[src/rtl/pwm_pkg.sv]
// Shared definitions for the PWM capture path: FSM state encoding and
// synchronizer depth.
package pwm_pkg;

    // State encoding, 2 bits
    localparam logic [1:0] ST_IDLE    = 2'd0;
    localparam logic [1:0] ST_HIGH    = 2'd1;
    localparam logic [1:0] ST_LOW     = 2'd2;
    localparam logic [1:0] ST_TIMEOUT = 2'd3;

    // Number of flops in the input synchronizer
    localparam int SYNC_STAGES = 2;

    typedef enum logic [1:0] {
        IDLE    = ST_IDLE,
        HIGH    = ST_HIGH,
        LOW     = ST_LOW,
        TIMEOUT = ST_TIMEOUT
    } state_e;

endpackage

[src/rtl/pwm_sync_edge.sv]
// Synchronizes an asynchronous pin into the clk domain and flags its rising
// and falling edges. rise/fall are single-cycle pulses derived from the
// synchronized level and its one-cycle-delayed copy.
module pwm_sync_edge (
    input  logic clk,
    input  logic reset,
    input  logic pwm_in,
    output logic s,
    output logic rise,
    output logic fall
);
    import pwm_pkg::*;

    logic [SYNC_STAGES-1:0] sync_q;
    logic [SYNC_STAGES-1:0] sync_d;
    logic                   s_d_q;
    logic                   s_d_d;

    // Shift the pin through the synchronizer and keep a delayed copy of the output
    always_comb begin
        sync_d = {sync_q[SYNC_STAGES-2:0], pwm_in};
        s_d_d  = sync_q[SYNC_STAGES-1];
    end

    // Synchronizer and delay registers, cleared asynchronously
    always_ff @(posedge clk or negedge reset) begin
        if (!reset) begin
            sync_q <= '0;
            s_d_q  <= 1'b0;
        end else begin
            sync_q <= sync_d;
            s_d_q  <= s_d_d;
        end
    end

    assign s    = sync_q[SYNC_STAGES-1];
    assign rise = s & ~s_d_q;
    assign fall = ~s & s_d_q;

endmodule

[src/rtl/pwm_capture.sv]
// Measures period and high time of a PWM input in clock cycles. A counter
// restarts on every rising edge; the falling edge snapshots the high time and
// the next rising edge publishes a coherent period/high pair. A flat input
// for 2^n-1 cycles raises stuck and records the level it was stuck at.
module pwm_capture #(
    parameter int n = 10
) (
    input  logic         clk,
    input  logic         reset,
    input  logic         pwm_in,
    output logic [n-1:0] period_out,
    output logic [n-1:0] high_out,
    output logic         valid,
    output logic         stuck,
    output logic         level
);
    import pwm_pkg::*;

    localparam logic [n-1:0] MAX = '1;
    localparam logic [n-1:0] ONE = {{(n-1){1'b0}}, 1'b1};

    logic s;
    logic rise;
    logic fall;
    logic timeout;

    state_e       state_q,    state_d;
    logic [n-1:0] cnt_q,      cnt_d;
    logic [n-1:0] high_tmp_q, high_tmp_d;
    logic [n-1:0] period_q,   period_d;
    logic [n-1:0] high_q,     high_d;
    logic         valid_q,    valid_d;
    logic         stuck_q,    stuck_d;
    logic         level_q,    level_d;

    pwm_sync_edge u_sync (
        .clk    (clk),
        .reset  (reset),
        .pwm_in (pwm_in),
        .s      (s),
        .rise   (rise),
        .fall   (fall)
    );

    // Next-state logic: counter, high-time snapshot, FSM and result registers.
    // An edge in the same cycle as saturation takes priority over timeout.
    always_comb begin
        state_d    = state_q;
        high_tmp_d = high_tmp_q;
        period_d   = period_q;
        high_d     = high_q;
        valid_d    = 1'b0;
        stuck_d    = stuck_q;
        level_d    = level_q;
        timeout    = (cnt_q == MAX) && !(rise || fall);

        if (rise)              cnt_d = ONE;
        else if (cnt_q == MAX) cnt_d = MAX;
        else                   cnt_d = cnt_q + ONE;

        case (state_q)
            IDLE: begin
                if (rise) begin
                    state_d = HIGH;
                end else if (timeout) begin
                    state_d = TIMEOUT;
                    stuck_d = 1'b1;
                    level_d = s;
                end
            end
            HIGH: begin
                if (fall) begin
                    state_d    = LOW;
                    high_tmp_d = cnt_q;
                end else if (timeout) begin
                    state_d = TIMEOUT;
                    stuck_d = 1'b1;
                    level_d = s;
                end
            end
            LOW: begin
                if (rise) begin
                    state_d  = HIGH;
                    period_d = cnt_q;
                    high_d   = high_tmp_q;
                    valid_d  = 1'b1;
                end else if (timeout) begin
                    state_d = TIMEOUT;
                    stuck_d = 1'b1;
                    level_d = s;
                end
            end
            TIMEOUT: begin
                // Partial period after a stall is discarded; falls are ignored
                if (rise) begin
                    state_d = HIGH;
                    stuck_d = 1'b0;
                end
            end
            default: state_d = IDLE;
        endcase
    end

    // State and output registers, all cleared asynchronously
    always_ff @(posedge clk or negedge reset) begin
        if (!reset) begin
            state_q    <= IDLE;
            cnt_q      <= '0;
            high_tmp_q <= '0;
            period_q   <= '0;
            high_q     <= '0;
            valid_q    <= 1'b0;
            stuck_q    <= 1'b0;
            level_q    <= 1'b0;
        end else begin
            state_q    <= state_d;
            cnt_q      <= cnt_d;
            high_tmp_q <= high_tmp_d;
            period_q   <= period_d;
            high_q     <= high_d;
            valid_q    <= valid_d;
            stuck_q    <= stuck_d;
            level_q    <= level_d;
        end
    end

    assign period_out = period_q;
    assign high_out   = high_q;
    assign valid      = valid_q;
    assign stuck      = stuck_q;
    assign level      = level_q;

endmodule

[config.mk]
export PLATFORM = sky130hd
export DESIGN_NAME = pwm_capture
export DESIGN_NICKNAME = d
export VERILOG_FILES = /design/src/rtl/pwm_pkg.sv /design/src/rtl/pwm_sync_edge.sv /design/src/rtl/pwm_capture.sv
export SDC_FILE = /design/constraint.sdc
export NUM_CORES = 1
export LEC_CHECK = 0
export BUFFER_PORTS_ARGS = -buffer_cell sky130_fd_sc_hd__clkbuf_2
export CAP_MARGIN = 20
export CORE_UTILIZATION = 50
export CTS_CLUSTER_DIAMETER = 60
export CTS_CLUSTER_SIZE = 14
export DETAILED_ROUTE_END_ITERATION = 10
export PLACE_DENSITY = 0.74
export REMOVE_ABC_BUFFERS = 1
export SYNTH_ARGS = -nofsm -noshare
export SYNTH_HDL_FRONTEND = slang
export SYNTH_SLANG_ARGS = --single-unit
export TNS_END_PERCENT = 50
[constraint.sdc]
create_clock -name clk -period 1.7 [get_ports clk]
set_clock_uncertainty 0.1 [all_clocks]
set_input_delay 0.34 -clock clk [delete_from_list [all_inputs] [get_ports clk]]
set_output_delay 0.34 -clock clk [all_outputs]
set_load 0.02 [all_outputs]
After elaboration in Yosys (flattened, before gate mapping)

Index checks and enable logic that the tools add are counted.

Reductions and logical operators: 10
Bitwise gates (word level): 4
Equality and inequality tests: 7
Mux-type cells: 18
Add/subtract/negate cells: 1

Operator list:

| kind                                           | count |
|---|---|
| two-way mux 10 bit                             | 2 |
| adder 10 x 1 -> 10 bit (second input constant) | 1 |
| == test 10 bit (second input constant)         | 1 |
| two-way mux 1 bit                              | 9 |
| two-way mux 2 bit                              | 4 |
| inequality test 2 bit (second input constant)  | 3 |
| one-hot mux 2 bit (3 select lines)             | 1 |
| AND reduction 3 bit                            | 2 |
| == test 2 bit (second input constant)          | 2 |
| AND reduction 2 bit                            | 2 |
| one-hot mux 1 bit (3 select lines)             | 1 |
| bitwise AND 1 bit                              | 2 |
| == test 2 x 1 -> 1 bit (second input constant) | 1 |
| zero test 2 bit                                | 1 |
| NOT 1 bit                                      | 2 |
| one-hot mux 1 bit (2 select lines)             | 1 |
| nonzero test 2 bit                             | 1 |
| OR reduction 2 bit                             | 1 |
| logical AND 1 bit                              | 1 |
| zero test 1 bit                                | 1 |
| logical OR 1 bit                               | 1 |

Output and inout port bits: 23
Word-level logic and storage cells: 50
Bits in registers: 48
Input port bits: 3

Longest topological paths before layout

Gate-level depths: netlist of run 1.

Word-level depth: 8
Mapped depth: 7
Mapped depth without buffers: 6

Modules after synthesis

A second synthesis of run 1 with hierarchy kept.

Cell total of the unflattened synthesis: 140
Area, all modules: 1943.1 µm²

By module, submodules not included:

| module        | cells an instance | area an instance (µm²) | seq. area each (µm²) | instances |
|---|---|---|---|---|
| pwm_capture   | 135               | 1853.0                 | 1126.1               | 1 |
| pwm_sync_edge | 5                 | 90.1                   | 75.1                 | 1 |

Worst setup path before layout of run 1

OpenSTA, ideal clock, no wires.

Path type: reg2reg
Start: reg cnt_q[0]
End: reg level_q, in the netlist level
Stages on the path, launching flop included: 6
Slack: 0.050 ns
Setup time: 0.125 ns
Required time: 1.475 ns
Data arrival time: 1.424 ns
Path buffers: 0
Clock period less this slack: 1.650 ns
Path through: dfrtp_1 ha_1 and2_4 and3_4 and4_4 mux2_4

Word-level cells in the longest chain between the ends: 5
Elaborated cells on any way between the ends: 6
Classes of those cells: eq/ne: 1; mux: 4; reduce/logical: 1

Ends and longest elaborated chain:

| what                                   | line               | source |
|---|---|---|
| from (decl)                            | pwm_capture.sv:28  | `logic [n-1:0] cnt_q, cnt_d;` |
| from (signal assigned)                 | pwm_capture.sv:117 | `cnt_q <= cnt_d;` |
| == test 10 bit (*)                     | pwm_capture.sv:55  | `timeout = (cnt_q == MAX) && !(rise \|\| fall);` |
| logical AND 1 bit (*)                  | pwm_capture.sv:55  |  |
| two-way mux 1 bit (*)                  | --                 |  |
| two-way mux 1 bit (on tied branches)   | --                 |  |
| one-hot mux 1 bit (2 select lines) (*) | --                 |  |
| to (signal assigned)                   | pwm_capture.sv:123 | `level_q <= level_d;` |
| to (decl)                              | pwm_capture.sv:34  | `logic level_q, level_d;` |

Mark *: on every way between the ends. The rest lies on a longest branch, timed or not. The select of a mux whose other input is x is not followed.
A chain may end at the register's enable or synchronous reset.

Worst setup path after layout of run 1

Ends and elaborated chain as after synthesis.

==> metrics.cfg, run 1 <==
[sta]
slew_violations = 0
worstMarginPinSlew_ns = 0.450
fmax_mhz = 611
finalSetupTns_ns = 0
report.final.setup_viol = 0
slew_headroom_pct = 70.0
grt_setup_unrepaired = false
finalCriticalPeriod_ns = 1.64
whs_ns = 0.0419
finalCritPeriodShare_pct = 96.3
hold_viol_final = 0

[global_routing]
grt_pass1_vias = 1335
track_usage_pct = 20.0
antenna_found_initial = 0
grt_use_met3_pct = 5.89
overflow = 0
met1_usage_pct = 24.1
busiest_layer = met2
grt_pass1_wl_microns = 6180
grt_use_met2_pct = 33.9
grt_max_degree = 33

[setup_path]
crit_required_ns = 1.79
critical_path_class = flip-flop to flip-flop
critPathLaunchType = flip-flop
arrival_ns = 1.73
path_max_fanout = 6
crit_path_end_kind = flip-flop

[status]
status = complete, no violations

[routing]
wl_per_cell_microns = 14.4
via_per_inst = 5.27
wl_microns = 3570
drt_iter0_drc = 88
drc = 0
final_antenna_net_count = 0
drt_pass1_iterations = 6
vias = 1308

[synth]
syn_area_sq_um = 1940
synth_edf_count = 0
syn_inst = 158
synth_commonest_cells = dfrtp_1 (48), nand2_1 (35), mux2_2 (20)
synth_top_area_share_pct = 62.0
synth_most_common_cell = dfrtp_1
yosysSeqAreaShare_pct = 62.0
synthFlopType = dfrtp_1
syn_area_per_cell_sq_um = 12.3
synthTopCellsByArea = dfrtp_1 (62%), mux2_2 (12%), nand2_1 (6.8%)
synthArstFlopShare_pct = 100
yosys.area.top_type = dfrtp_1
synth.distinct_cells = 33
yosys_warnings = 0
synth-seq-cells = 48

[floorplanning]
die_area_sq_um = 4130
initial_utilization_pct = 52.5
core_sq_um = 3690
die_y_microns = 64.3
die-width_microns = 64.3
rows = 22
io_pins = 26

[clock_tree]
h-tree-depth = 2
clkTransAtPathRegs_ns = 0.08
clock_path_buffers = 2
clock_latency_ns = 0.30
clkSinkCount = 48
cts_buffers = 5
clockRootBuffer = clkbuf_8
cts_tree = done

[pwr]
total_power_mw = 2.96
p_per_area_nw_per_um2 = 1260
leakage_nw = 1.22
vdd_drop_max_v = 0.000736

[final_layout]
final.fill_count = 293
layout-drive-gt1-share_pct = 37.5
finalNonFillerCells = 248
area_growth_pct = 21.3
finalNetCount = 205
diodes = 0

[placed_design]
dp_cells = 237
place_congestion = 0.829
hpwl_microns = 2500
io_buffer_count = 25

[flow_run]
max-cap-violations = 0

[hold_path]
hold_class = input pin to flip-flop

-- kinds of logic (layout without fill, tap and decap cells) --
kind of cell	count (synthesis)	in the layout	share of synthesized area, %
compound gates	15	15	4.71
xor+xnor	5	5	2.26
fa+ha+maj	3	3	1.94
buf+inv	10	52	2.13
flops	48	48	62.0
mux	21	21	12.4
simple gates	56	56	14.6
-- per-stage QoR --
stage	setup slack (ns)	utilization, %	area, sq um
after global placement	0.0723	59.9	2210
after detailed placement	0.0403	59.9	2210
after floorplan	-0.289	-	1920
after CTS	0.0227	63.1	2330
final	0.0623	63.7	2350
after global routing	0.0133	63.7	2350
-- layout make-up --
type | count | area (sq um) | share of cell area (%)
clock buffers | 6 | 72.6 | 3.09
well taps | 48 | 60.1 | 2.55
multi-input cells | 100 | 698 | 29.7
inverters | 5 | 22.5 | 0.958
flip-flops and latches | 48 | 1200 | 51.1
clock inverters | 2 | 35.0 | 1.49
repair buffers | 38 | 254 | 10.8
repair inverters | 1 | 7.51 | 0.319
-- state kept, by name, indices dropped and copies added (netlist names) --
name           flops
valid              1
stuck              1
cnt_q             10
u_sync.s_d_q       1
u_sync.sync_q      2
state_q            2
level              1
period_out        10
high_out          10
high_tmp_q        10
-- where the power goes --
group / internal [mW] / leakage [nW] / switching (mW) / total (mW)
Combinational: 0.328 / 0.525 / 0.386 / 0.714
Clock: 0.436 / 0.0552 / 0.360 / 0.796
Sequential: 1.34 / 0.639 / 0.113 / 1.45
-- worst paths after layout --
check                                             end  slack, ns  cells after the start                        from
min                        u_sync.sync_q[0]$_DFF_PN0_       0.04                      1                      pwm_in
max reg2reg                         level$_DFFE_PN0P_       0.06                      5          cnt_q[0]$_DFF_PN0_
max in group asynchronous  u_sync.sync_q[0]$_DFF_PN0_       0.58                      3                       reset
min reg2reg                u_sync.sync_q[1]$_DFF_PN0_       0.25                      0  u_sync.sync_q[0]$_DFF_PN0_
max                                 level$_DFFE_PN0P_       0.06                      5          cnt_q[0]$_DFF_PN0_
min in group asynchronous     high_out[3]$_DFFE_PN0P_       0.41                      2                       reset
-- layer usage --
| metal | share of wire (%) | vias to the layer above |
|---|---|---|
| met4 | 1.9 | 0 |
| met5 | 0 | - |
| li1 | - | 616 |
| met1 | 42 | 648 |
| met2 | 52 | 35 |
| met3 | 3.8 | 9 |
-- worst max-delay path, stage by stage (launching register included) --
cell	delay [ns]
dfrtp_1	0.36
ha_2	0.18
and2_4	0.17
and3_4	0.21
and4_4	0.23
mux2_4	0.29
-- placed cells by master (no fill, tap or decap), drive strengths merged, types with 2 or more instances in the layout --
cell type and count:
dfrtp 48, nand2 35, clkbuf 31, mux2 21
buf 12, a21oi 7, nand3 4, inv 4
xnor2 3, and3 3, ha 3, a31oi 2
nand4 2, xor2 2, nand3b 2, clkinvlp 2
nor2 2, a21o 2
-- timing repair --
item	in CTS	in global routing
buffers inserted	0	1
endpoints found under the setup margin	0	12
gates resized for setup	0	4
hold buffers	1	0
endpoints found under the hold margin	16	0
No activity file was read; power rests on OpenSTA's default activity.
==> inputs of run 2 (changes only) <==
- RECOVER_POWER: unset -> 25
==> run 2 against run 1 <==
Non-clock buffer count stayed put. Sequential cell count stayed put. Fmax is 0.11% higher. Hold slack hardly changed. Utilization hardly changed. Largest cell class unchanged. Critical path depth stayed put. Largest power group unchanged. Via count stayed put. Final cell count stayed put. Combinational power hardly changed.
==> metrics.cfg, run 2 (synthesis gave the netlist of run 1 again) <==
[final_layout]
final_common_cell = dfrtp_1
area_growth_pct = 21.2
fin_util_pct = 63.7
final.fill_count = 294
finalNetCount = 205
layout-drive-gt1-share_pct = 37.0
multi_input_area_sq_um = 698
diodes = 0
layout_common_cells = dfrtp_1 (48), nand2_1 (35), clkbuf_2 (24)
register_area_sq_um = 1200

[floorplanning]
io_pins = 26
die_area_sq_um = 4130
die-width_microns = 64.3
rows = 22
initial_utilization_pct = 52.5
die_y_microns = 64.3
core_sq_um = 3690

[sta]
grt_setup_unrepaired = false
hold_viol_final = 0
finalCritPeriodShare_pct = 96.2
fmax_mhz = 611
finalCriticalPeriod_ns = 1.64
slew_headroom_pct = 35.7
fin_ws_ns = 0.0641
worstMarginPinSlew_ns = 0.965
report.final.setup_viol = 0
slew_violations = 0

[routing]
drc = 0
wl_per_cell_microns = 14.4
drt_iter0_drc = 88
wl_microns = 3560
final_antenna_net_count = 0
vias = 1308
via_per_inst = 5.27
drt_pass1_iterations = 4

[pwr]
leakage_nw = 1.22
total_power_mw = 2.96
p_per_area_nw_per_um2 = 1260
vdd_drop_max_v = 0.000735

[clock_tree]
clkTransAtPathRegs_ns = 0.08
clkSinkCount = 48
clock_latency_ns = 0.30
cts_buffers = 5
h-tree-depth = 2
clock_path_buffers = 2
clockRootBuffer = clkbuf_8
cts_tree = done

[setup_path]
crit_required_ns = 1.79
path_max_fanout = 6
critical_path_class = flip-flop to flip-flop
critPathLaunchType = flip-flop
arrival_ns = 1.73
crit_path_end_kind = flip-flop

[placed_design]
place_congestion = 0.829
io_buffer_count = 25
dp_worst_setup_slack_ns = 0.0403
hpwl_microns = 2500

[global_routing]
grt_pass1_vias = 1335
antenna_found_initial = 0
grt_pass1_wl_microns = 6180
track_usage_pct = 20.0
grt_max_degree = 33
overflow = 0

[hold_path]
hold_class = input pin to flip-flop

[flow_run]
max-cap-violations = 0

[status]
status = complete, no violations

## run 2: cell count changes in the layout (fill, tap and decap cells not counted)
cell      delta
clkbuf_1     +1
clkbuf_2     -1
## run 2: metrics by stage
stage	TNS (ns)	area, sq um	instances	hold slack (ns)
2_1_floorplan	-5.68	1920	153	-0.0556
3_3_place_gp	0	2210	237	0.192
5_1_grt	0	2350	248	0.0336
6_report	0	2350	248	0.0418
4_1_cts	0	2330	246	0.0342
3_5_place_dp	0	2210	237	0.206
## run 2: report_power, final
| part | internal, mW | switching (mW) |
|---|---|---|
| registers | 1.34 | 0.112 |
| logic | 0.328 | 0.385 |
| clock network | 0.436 | 0.360 |
## run 2: metal layers
metal	GRT usage [%]	share of wire (%)
met5	0	0
met4	6.94	1.9
met3	5.89	3.6
met2	33.9	53
met1	24.1	42
## run 2: worst max-delay path: stages (launching register included)
cell and delay (ns):
dfrtp_1 0.36, ha_2 0.18, and2_4 0.17, and3_4 0.20
and4_4 0.23, mux2_4 0.29
## run 2: timing repair
action	in CTS	in global routing
hold endpoints to repair	16	0
setup endpoints to repair	0	12
resized for setup	0	4
hold buffers	1	0
buffers inserted	0	1
## run 2: final timing paths
path	startpoint	endpoint	slack (ns)	cells past startpoint
setup / recovery	cnt_q[0]$_DFF_PN0_	level$_DFFE_PN0P_	0.06	5
hold / removal	pwm_in	u_sync.sync_q[0]$_DFF_PN0_	0.04	1
setup reg to reg	cnt_q[0]$_DFF_PN0_	level$_DFFE_PN0P_	0.06	5
hold reg to reg	u_sync.sync_q[0]$_DFF_PN0_	u_sync.sync_q[1]$_DFF_PN0_	0.25	0
max in group asynchronous	reset	u_sync.sync_q[0]$_DFF_PN0_	0.22	3
min in group asynchronous	reset	high_out[3]$_DFFE_PN0P_	0.60	2
## run 2: area by class of cell
cell class	count	share of cell area (%)
tap	48	2.56
clock buffer	6	3.09
multi-input combinational	100	29.7
timing repair buffer	38	10.8
timing repair inverter	1	0.319
inverter	5	0.958
clock inverter	2	1.49
sequential	48	51.1
==> inputs of run 3 (changes only) <==
- PLACE_DENSITY: 0.74 -> 0.73
==> run 3 against run 2 <==
Die area unchanged. Wire length down 1.5%. Clock power down 12%. Non-clock buffer count up 4. Sequential power about the same. Via count down 0.23%. First-iteration DRC count down 32%. Worst setup slack worse by 0.038 ns. Critical path type unchanged. Largest power group unchanged.
==> metrics.cfg, run 3 (synthesis gave the netlist of run 1 again) <==
[status]
status = complete, no violations

[final_layout]
finalNonFillerCells = 250
layout-drive-gt1-share_pct = 37.6
area_growth_pct = 21.4
finalNetCount = 208
final_common_cell = dfrtp_1
diodes = 0
final.fill_count = 306
fin_util_pct = 63.8
layout_common_cells = dfrtp_1 (48), nand2_1 (35), clkbuf_2 (24)

[sta]
slew_headroom_pct = 37.5
fmax_mhz = 597
finalCritPeriodShare_pct = 98.5
report.final.setup_viol = 0
worstMarginPinSlew_ns = 0.938
finalCriticalPeriod_ns = 1.67
slew_violations = 0
grt_setup_unrepaired = true
hold_viol_final = 0
whs_ns = 0.0533

[setup_path]
crit_path_end_kind = flip-flop
critical_path_class = flip-flop to flip-flop
path_max_fanout = 6
slowest_stage = dfrtp_1
path_delay_family = simple AND/OR/NAND/NOR gates
critPathLaunchType = flip-flop
cpPeakStageDelay_ns = 0.36
crit_required_ns = 1.78
arrival_ns = 1.76
path_cells = ha_2 > and2_4 > and3_4 > and4_4 > mux2_4
path_buf_inv = 0

[routing]
drt_iter0_drc = 60
vias = 1305
drc = 0
wl_per_cell_microns = 14.0
wl_microns = 3510
via_per_inst = 5.22
final_antenna_net_count = 0
drt_pass1_iterations = 4

[global_routing]
grt_pass1_wl_microns = 5690
overflow = 0
grt_pass1_vias = 1238
grt_max_degree = 33
antenna_found_initial = 0
track_usage_pct = 18.9

[placed_design]
dp_cells = 239
place_congestion = 0.836
io_buffer_count = 25
hpwl_microns = 2550

[pwr]
pwr-share-seq_pct = 50.2
leakage_nw = 1.24
clkPwrFrac_pct = 24.3
netSwitchingFraction_pct = 29.3
vdd_drop_max_v = 0.000990
p_per_area_nw_per_um2 = 1230
comb_power_share_pct = 25.5
p_int_mw = 2.05
power_switching_mw = 0.849

[floorplanning]
rows = 22
initial_utilization_pct = 52.5
io_pins = 26
die-width_microns = 64.3
core_sq_um = 3690
die_y_microns = 64.3
die_area_sq_um = 4130

[clock_tree]
clkSinkCount = 48
clock_latency_ns = 0.29
cts_buffers = 5
h-tree-depth = 2
clkTransAtPathRegs_ns = 0.08
clock_path_buffers = 2
cts_tree = done
clockRootBuffer = clkbuf_8

[hold_path]
hold_class = input pin to flip-flop

[flow_run]
max-cap-violations = 0

run 3: cell count changes in the layout (fill, tap and decap cells not counted), sizes merged:
cell      previous run  this run
clkinv               1         0
buf                 12        16
clkinvlp             2         0
bufinv               1         0
inv                  4         5
clkbuf              31        32
run 3: stage by stage:
stage / power [mW] / cell area (sq um) / setup slack [ns] / setup TNS, ns
after detailed placement: 2.19 / 2220 / 0.0114 / 0
final: 2.90 / 2350 / 0.0262 / 0
after CTS: 2.90 / 2330 / 0.00955 / 0
after global placement: 2.14 / 2220 / 0.0782 / 0
after global routing: 3.04 / 2350 / -0.00137 / -0.00137
after floorplan: 1.89 / 1920 / -0.289 / -5.68
run 3: cell type report:
type	count	area (sq um)	area share [%]
Sequential cell	48	1200	51.0
Multi-Input combinational cell	100	698	29.7
Timing Repair Buffer	42	279	11.9
Clock buffer	7	96.3	4.09
Tap cell	48	60.1	2.55
Inverter	5	18.8	0.797
run 3: worst paths after layout:
kind	cells past startpoint	end	slack (ns)	start
worst min-delay path	1	u_sync.sync_q[0]$_DFF_PN0_	0.05	pwm_in
worst min register to register	0	u_sync.sync_q[1]$_DFF_PN0_	0.27	u_sync.sync_q[0]$_DFF_PN0_
worst max-delay path	5	level$_DFFE_PN0P_	0.03	cnt_q[1]$_DFF_PN0_
worst max register to register	5	level$_DFFE_PN0P_	0.03	cnt_q[1]$_DFF_PN0_
max in group asynchronous	3	period_out[8]$_DFFE_PN0P_	0.22	reset
min in group asynchronous	2	valid$_DFF_PN0_	0.61	reset
run 3: worst reg2reg max path, cell delays in order (launching register included):
cell,delay [ns]
dfrtp_1,0.36
ha_2,0.18
and2_4,0.17
and3_4,0.21
and4_4,0.24
mux2_4,0.30
run 3: per-layer routing:
metal | global-route usage, % | vias up | share of wire, %
li1 | - | 623 | -
met1 | 22.6 | 642 | 44
met2 | 30.5 | 32 | 49
met3 | 5.89 | 8 | 4.9
met4 | 9.44 | 0 | 2.3
met5 | 0 | - | 0
run 3: power groups by stage:
stage          combinational [mW]  clock, mW  sequential, mW
5_1_grt                     0.803      0.764            1.48
6_report                    0.740      0.703            1.45
3_3_place_gp                0.686          0            1.46
3_5_place_dp                0.713          0            1.48
4_1_cts                     0.718      0.731            1.45
2_1_floorplan               0.291          0            1.60
run 3: repair_timing:
item / CTS / global route
endpoints found under the hold margin: 16 / 0
resized for setup: 0 / 1
setup endpoints to repair: 0 / 3
buffers inserted: 0 / 3
hold buffers: 1 / 0
